===== src/rtl/rsh1_ctrl_pkg.sv =====
// Shared definitions for the sequential RSH1 coefficient multiplier:
// FSM state encoding, data width and the counter-width helper.
package rsh1_ctrl_pkg;

    localparam int WIDTH = 16;

    localparam logic [1:0] ST_IDLE = 2'd0;
    localparam logic [1:0] ST_RUN  = 2'd1;
    localparam logic [1:0] ST_DONE = 2'd2;

    typedef enum logic [1:0] {
        S_IDLE = ST_IDLE,
        S_RUN  = ST_RUN,
        S_DONE = ST_DONE
    } state_t;

    function automatic int clog2(input int value);
        int result;
        result = 0;
        while ((1 << result) < value) begin
            result = result + 1;
        end
        return result;
    endfunction

endpackage


===== src/rtl/constant_multiplier_16bit_RSH1.sv =====
// 16-bit arithmetic right shift by one: sign-replicating, floor rounding.
module constant_multiplier_16bit_RSH1 (
    input  logic [15:0] in_data,
    output logic [15:0] out_data
);

    assign out_data = {in_data[15], in_data[15:1]};

endmodule


===== src/rtl/rsh1_coeff_mult_ctrl.sv =====
// Sequential fractional multiplier out = in * coeff (unsigned Q0.CBITS), one RSH1 cell
// reused over CBITS cycles. Optional macro RSH1_CTRL_EARLY_DONE_EN enables early exit.
module rsh1_coeff_mult_ctrl
    import rsh1_ctrl_pkg::*;
#(
    parameter int CBITS = 8,
    parameter int WIDTH = 16
) (
    input  logic              clk,
    input  logic              rst,
    input  logic              start,
    input  logic [WIDTH-1:0]  in_data,
    input  logic [CBITS-1:0]  coeff,
    output logic              busy,
    output logic              done,
    output logic [WIDTH-1:0]  out_data
);

    localparam int CNT_W = clog2(CBITS + 1);
    localparam logic [CNT_W-1:0] CNT_LAST = CNT_W'(CBITS - 1);

    state_t                  state;
    logic signed [15:0]      x;
    logic signed [15:0]      x_sh;
    logic signed [16:0]      acc;
    logic signed [16:0]      acc_next;
    logic [CBITS-1:0]        coeff_sr;
    logic [CNT_W-1:0]        cnt;
    logic                    last;

    constant_multiplier_16bit_RSH1 u_rsh1 (
        .in_data  (x),
        .out_data (x_sh)
    );

    always_comb begin
        acc_next = acc;
        if (coeff_sr[CBITS-1]) begin
            acc_next = acc + $signed({x_sh[15], x_sh});
        end
`ifdef RSH1_CTRL_EARLY_DONE_EN
        // Stop as soon as no set coefficient bits remain to be consumed.
        last = ((coeff_sr << 1) == '0) || (cnt == CNT_LAST);
`else
        last = (cnt == CNT_LAST);
`endif
    end

    always_ff @(posedge clk) begin
        if (rst) begin
            state    <= S_IDLE;
            busy     <= 1'b0;
            done     <= 1'b0;
            out_data <= '0;
            x        <= '0;
            acc      <= '0;
            cnt      <= '0;
            coeff_sr <= '0;
        end else begin
            case (state)
                S_IDLE, S_DONE: begin
                    done <= 1'b0;
                    if (start) begin
                        x        <= $signed(in_data[15:0]);
                        coeff_sr <= coeff;
                        acc      <= '0;
                        cnt      <= '0;
`ifdef RSH1_CTRL_EARLY_DONE_EN
                        if (coeff == '0) begin
                            state    <= S_DONE;
                            done     <= 1'b1;
                            out_data <= '0;
                        end else begin
                            state <= S_RUN;
                            busy  <= 1'b1;
                        end
`else
                        state <= S_RUN;
                        busy  <= 1'b1;
`endif
                    end else begin
                        state <= S_IDLE;
                    end
                end
                S_RUN: begin
                    x        <= x_sh;
                    acc      <= acc_next;
                    coeff_sr <= coeff_sr << 1;
                    cnt      <= cnt + 1'b1;
                    if (last) begin
                        state    <= S_DONE;
                        busy     <= 1'b0;
                        done     <= 1'b1;
                        out_data <= acc_next[15:0];
                    end
                end
                default: begin
                    state <= S_IDLE;
                    busy  <= 1'b0;
                    done  <= 1'b0;
                end
            endcase
        end
    end

endmodule


===== config.mk =====
export PLATFORM = sky130hd
export DESIGN_NAME = rsh1_coeff_mult_ctrl
export DESIGN_NICKNAME = d
export VERILOG_FILES = /design/src/rtl/rsh1_ctrl_pkg.sv /design/src/rtl/constant_multiplier_16bit_RSH1.sv /design/src/rtl/rsh1_coeff_mult_ctrl.sv
export SDC_FILE = /design/constraint.sdc
export NUM_CORES = 1
export LEC_CHECK = 0
export ABC_AREA = 0
export CAP_MARGIN = 20
export CORE_ASPECT_RATIO = 0.75
export CORE_MARGIN = 10
export CORE_UTILIZATION = 35
export DETAILED_ROUTE_END_ITERATION = 8
export GPL_ROUTABILITY_DRIVEN = 0
export PLACE_DENSITY_LB_ADDON = 0.25
export SETUP_SLACK_MARGIN = 0.1
export SLEW_MARGIN = 25
export SYNTH_ARGS = -nofsm -noshare
export SYNTH_HDL_FRONTEND = slang
export SYNTH_SLANG_ARGS = --single-unit
export TNS_END_PERCENT = 1

===== constraint.sdc =====
create_clock -name clk -period 5.4 [get_ports clk]
set_input_delay 0.81 -clock clk [delete_from_list [all_inputs] [get_ports clk]]
set_output_delay 0.81 -clock clk [all_outputs]
set_load 0.005 [all_outputs]

=== After elaboration in Yosys (flattened, before gate mapping) ===
Cells that the tools add are included.

* Bits in registers: 65
* Bits in latches: 0
* Memory bits (writable): 0
* ROM bits: 0
* Bits of input ports: 27
* Word-level logic and storage cells: 43
* Memories: 0

* $add $sub $neg: 2
* Multiply operators: 0
* Div/mod/pow operators: 0
* $lt $le $gt $ge: 0
* Eq/ne operators: 6
* Shifts and indexed selects: 0
* Mux-type cells: 15
* Bitwise gates (word level): 1
* Reductions and logical operators: 9

{| class="wikitable"
|+ Operators with widths
! kind !! number
|-
| $mux 17 || 2
|-
| $pmux 17 s2 || 1
|-
| $pmux 16 s2 || 1
|-
| $add 17x15->17 || 1
|-
| $mux 16 || 1
|-
| $pmux 8 s2 || 1
|-
| $mux 8 || 1
|-
| $pmux 4 s2 || 1
|-
| $ne 2x2->1 const B || 3
|-
| $reduce_and 2->1 || 3
|-
| $reduce_and 3->1 || 2
|-
| $add 4x1->4 const B || 1
|-
| $eq 4x3->1 const B || 1
|-
| $mux 4 || 1
|-
| $pmux 2 s2 || 1
|-
| $reduce_or 2->1 || 2
|-
| $mux 1 || 3
|-
| $eq 2x1->1 const B || 1
|-
| $eq 2x2->1 const B || 1
|-
| $logic_not 2->1 || 1
|-
| $mux 2 || 1
|-
| $pmux 1 s2 || 1
|-
| $reduce_bool 2->1 || 1
|-
| $not 1->1 || 1
|}

=== Depth between registers and ports, before layout ===
* Word-level depth: 4
* Gate-level depth with buffers: 9
* Gate-level depth less buffers: 9

=== Modules after synthesis ===
A second synthesis with hierarchy kept.

* Cells, all modules: 416
* Area, all modules: 3412.0 um^2

{| class="wikitable"
|+ By module, submodules not included
! module !! instances !! cells an instance !! area each (um^2) !! sequential area each (um^2)
|-
| rsh1_coeff_mult_ctrl || 1 || 400 || 3291.9 || 1281.2
|-
| constant_multiplier_16bit_RSH1 || 1 || 16 || 120.1 || 0.0
|}

=== Worst setup path before layout ===
No wires, ideal clock.

* Kind: register to register
* Start: register acc[0]
* End: register out_data[10]
* Arrival time: 2.045 ns
* Data required time: 5.321 ns
* Path slack: 3.276 ns
* Stages on the path, launching flop included: 10
* Buffers on the path: 0
* Cell sequence: dfxtp_1 ha_1 fa_1 a21oi_1 o211ai_1 a21boi_0 o21ai_0 xnor2_1 nand2_1 a22oi_1

* Longest elaborated chain between the ends: 2

{| class="wikitable"
|+ Ends and longest elaborated chain
! element !! line !! text
|-
| start, declared || rsh1_coeff_mult_ctrl.sv:25 || <nowiki>logic signed [16:0] acc;</nowiki>
|-
| start signal, assigned || rsh1_coeff_mult_ctrl.sv:87 || <nowiki>acc <= acc_next;</nowiki>
|-
| $add 17x15->17 || rsh1_coeff_mult_ctrl.sv:39 || <nowiki>acc_next = acc + $signed({x_sh[15], x_sh});</nowiki>
|-
| $mux 17 || rsh1_coeff_mult_ctrl.sv:38 || <nowiki>if (coeff_sr[CBITS-1]) begin</nowiki>
|-
| end signal, assigned || rsh1_coeff_mult_ctrl.sv:94 || <nowiki>out_data <= acc_next[15:0];</nowiki>
|-
| end, declared || rsh1_coeff_mult_ctrl.sv:16 || <nowiki>output logic [WIDTH-1:0] out_data</nowiki>
|}

No other way between the ends. The select of a mux whose other input is x is not followed.
A chain may end at the register's enable or synchronous reset.

=== Worst setup path after layout ===
Same ends and word-level chain as after synthesis.

==> results.toml <==
[outcome]
status = "finished clean"

[sta]
fin_crit_sh_pct = 49.1
slew_violations = 0
maxSlewHeadroom_pct = 37.2
finalHoldViolCount = 0
worst_slack_ns = 2.75
hold_ws_ns = 0.456
skew_ns = 0.00700
tightest_slew_ns = 0.941
fmax_ghz = 0.377
setup_viol = 0
fin_setup_tns_ns = 0
period_needed_ns = 2.65
grt_setup_unrepaired = "no"

[logic_synthesis]
ys_types = 47
synth_edf_count = 0
synth.area.top_cells = "dfxtp_1 (41%), a21oi_1 (9.2%), nand2_1 (7.3%)"
syn_area_sq_um = 3080
synth.avg_cell_area_sq_um = 8.36
syn_inst = 369
yosys.area.top_type = "dfxtp_1"
synth-seq-cells = 63
async_reset_ff_share_pct = 0
yosys.area.top_type_share_pct = 40.9
synth_fp_nets = 413
synth_ff_type = "dfxtp_1"
yosysSeqAreaShare_pct = 40.9
yosysWarnings = 0

[clock_network]
cts_sinks = 63
cts_root_buffer = "clkbuf_16"
clk_latency_ns = 0.33
hold_buffers = 0
clockBufferDepth = 2
cts_tree = "yes"
clk_pin_slew_ns = 0.05
tritoncts.num_buffers = 9
post_cts_resized = 0
htreeDepth = 3
post_cts_buffers = 0

[die]
placementRows = 29
start_util_pct = 36.2
die_area_sq_um = 13000
coreArea_sq_um = 8530
die_w_um = 128
die_y_um = 101
ios = 45

[cells_and_area]
areaGrowthSynthToFinish_pct = 27.4
nNetsFinal = 452
drive_above_1_share_pct = 7.02
fin_util_pct = 46.1
diodes = 0

[drt]
drtPass1Iterations = 6
m1WireLength_mm = 4.29
dr_wl_met3_um = 716
drt-vias-per-instance = 5.39
avgRoutedWirePerCell_um = 17.0
drt_iter0_drc = 207
vias = 2806
wl_met2_mm = 3.76
route.top_layer_used = "met4"
wirelength_mm = 8.87
postRouteAntennaNets = 0
drc_errors = 0

[worst_setup_path]
crit_fanout = 3
critPathLaunchType = "flip-flop"
critPathKind = "flip-flop to flip-flop"
cp.arrival_ns = 2.91
required_ns = 5.65
worstSetupEndpointType = "flip-flop"
r2r_slack_ns = 2.75

[job]
cap_violations = 0

[worst_hold_path]
hold_class = "flip-flop to flip-flop"

[power]
p_leak_nw = 1.56
p_sw_share_pct = 24.2
pwr-share-seq_pct = 41.4
ir_drop_v = 0.000150
p_int_w = 0.000912
p_clk_share_pct = 49.3
cellPowerDensity_nw_per_um2 = 306
p_switching_w = 0.000291
p_comb_share_pct = 9.4

[placement]
port_buffers = 43
dp_slack_ns = 2.74
dp_hpwl_mm = 6.21

[grt]
antenna_found_initial = 0
grt_usage_pct = 13.8
grt_pass1_vias = 2849
grt_overflow = 0
grt_max_degree = 45
grt_pass1_wl_mm = 14.4
-- power groups by stage --
stage	Clock, W	Combinational [W]	Sequential, W
2_1_floorplan	0	0.0000741	0.000499
3_3_place_gp	0	0.000110	0.000507
3_5_place_dp	0	0.000112	0.000507
4_1_cts	0.000604	0.000113	0.000497
5_1_grt	0.000623	0.000125	0.000500
6_report	0.000592	0.000113	0.000498
-- Yosys cell counts (3+ instances only) --
cell / n
xnor2_1: 7
nor2_1: 26
inv_1: 6
mux2i_1: 6
nand2b_1: 4
nor2b_1: 3
a22o_1: 9
a22oi_1: 27
clkbuf_1: 14
buf_1: 3
a21oi_1: 57
nand3_1: 4
o21ai_0: 15
a211oi_1: 3
ha_1: 16
dfxtp_1: 63
xor2_1: 6
nand2_1: 60
nor3_1: 5
-- critical path, stage by stage, from the launching register on --
cell and delay (ns):
dfxtp_1 0.33, ha_1 0.23, fa_1 0.41, a21oi_1 0.24, o211ai_1 0.17, a21boi_0 0.40, o21ai_0 0.17, xnor2_1 0.33
nand2_1 0.10, a22oi_1 0.20
-- metal layers --
metal | vias to the layer above | global-route usage [%]
li1 | 1412 | -
met1 | 1312 | 18.0
met2 | 74 | 20.0
met3 | 8 | 5.11
met4 | 0 | 5.61
met5 | - | 0
-- path summary, 6_finish.rpt --
path,start,to,cells past startpoint
max,acc[0],out_data[10],9
min reg2reg,coeff_sr[6],coeff_sr[6],2
max reg2reg,acc[0],out_data[10],9
min,coeff_sr[6],coeff_sr[6],2
-- cell type report --
| class | instances | area [sq um] |
|---|---|---|
| fill | 828 | 4600 |
| clock inverter | 4 | 53.8 |
| tap | 108 | 135 |
| sequential | 63 | 1260 |
| timing repair buffer | 46 | 453 |
| inverter | 7 | 26.3 |
| clock buffer | 12 | 256 |
| multi-input combinational | 281 | 1740 |
-- state kept, by name, indices dropped and copies added (netlist names) --
name	cells
state	2
busy	1
x	15
cnt	4
acc	16
out_data	16
done	1
coeff_sr	8
-- cells in the final DEF (no fill, tap or decap), types with 3 or more instances in the layout --
cell	count
o21ai_0	15
clkbuf_16	9
a21oi_1	57
xor2_1	6
clkdlybuf4s50_1	43
a22oi_1	27
xnor2_1	7
a22o_1	9
ha_1	16
inv_1	6
nand2b_1	4
dfxtp_1	63
mux2i_1	6
nor3_1	5
nor2_1	24
a211oi_1	3
nand3_1	4
buf_4	3
nand2_1	60
-- kinds of logic (layout without fill, tap and decap cells) --
kind of cell / count (synthesis) / after routing / share of synthesized area, %
adders and majority gates: 17 / 17 / 7.14
AOI/OAI and AO/OA: 131 / 131 / 26.7
buffers and inverters: 25 / 69 / 3.08
and+or+nand+nor: 113 / 113 / 16.1
muxes: 7 / 7 / 2.31
DFF: 63 / 63 / 40.9
xor gates and xnor gates: 13 / 13 / 3.69
-- stage by stage --
step / power, W / std cells / cell area [sq um]
floorplan: 0.000573 / 369 / 3080
global placement: 0.000617 / 505 / 3610
CTS: 0.00121 / 521 / 3930
detailed placement: 0.000619 / 505 / 3620
global route: 0.00125 / 521 / 3930
finish: 0.00120 / 521 / 3930
No activity file was read; power rests on OpenSTA's default activity.
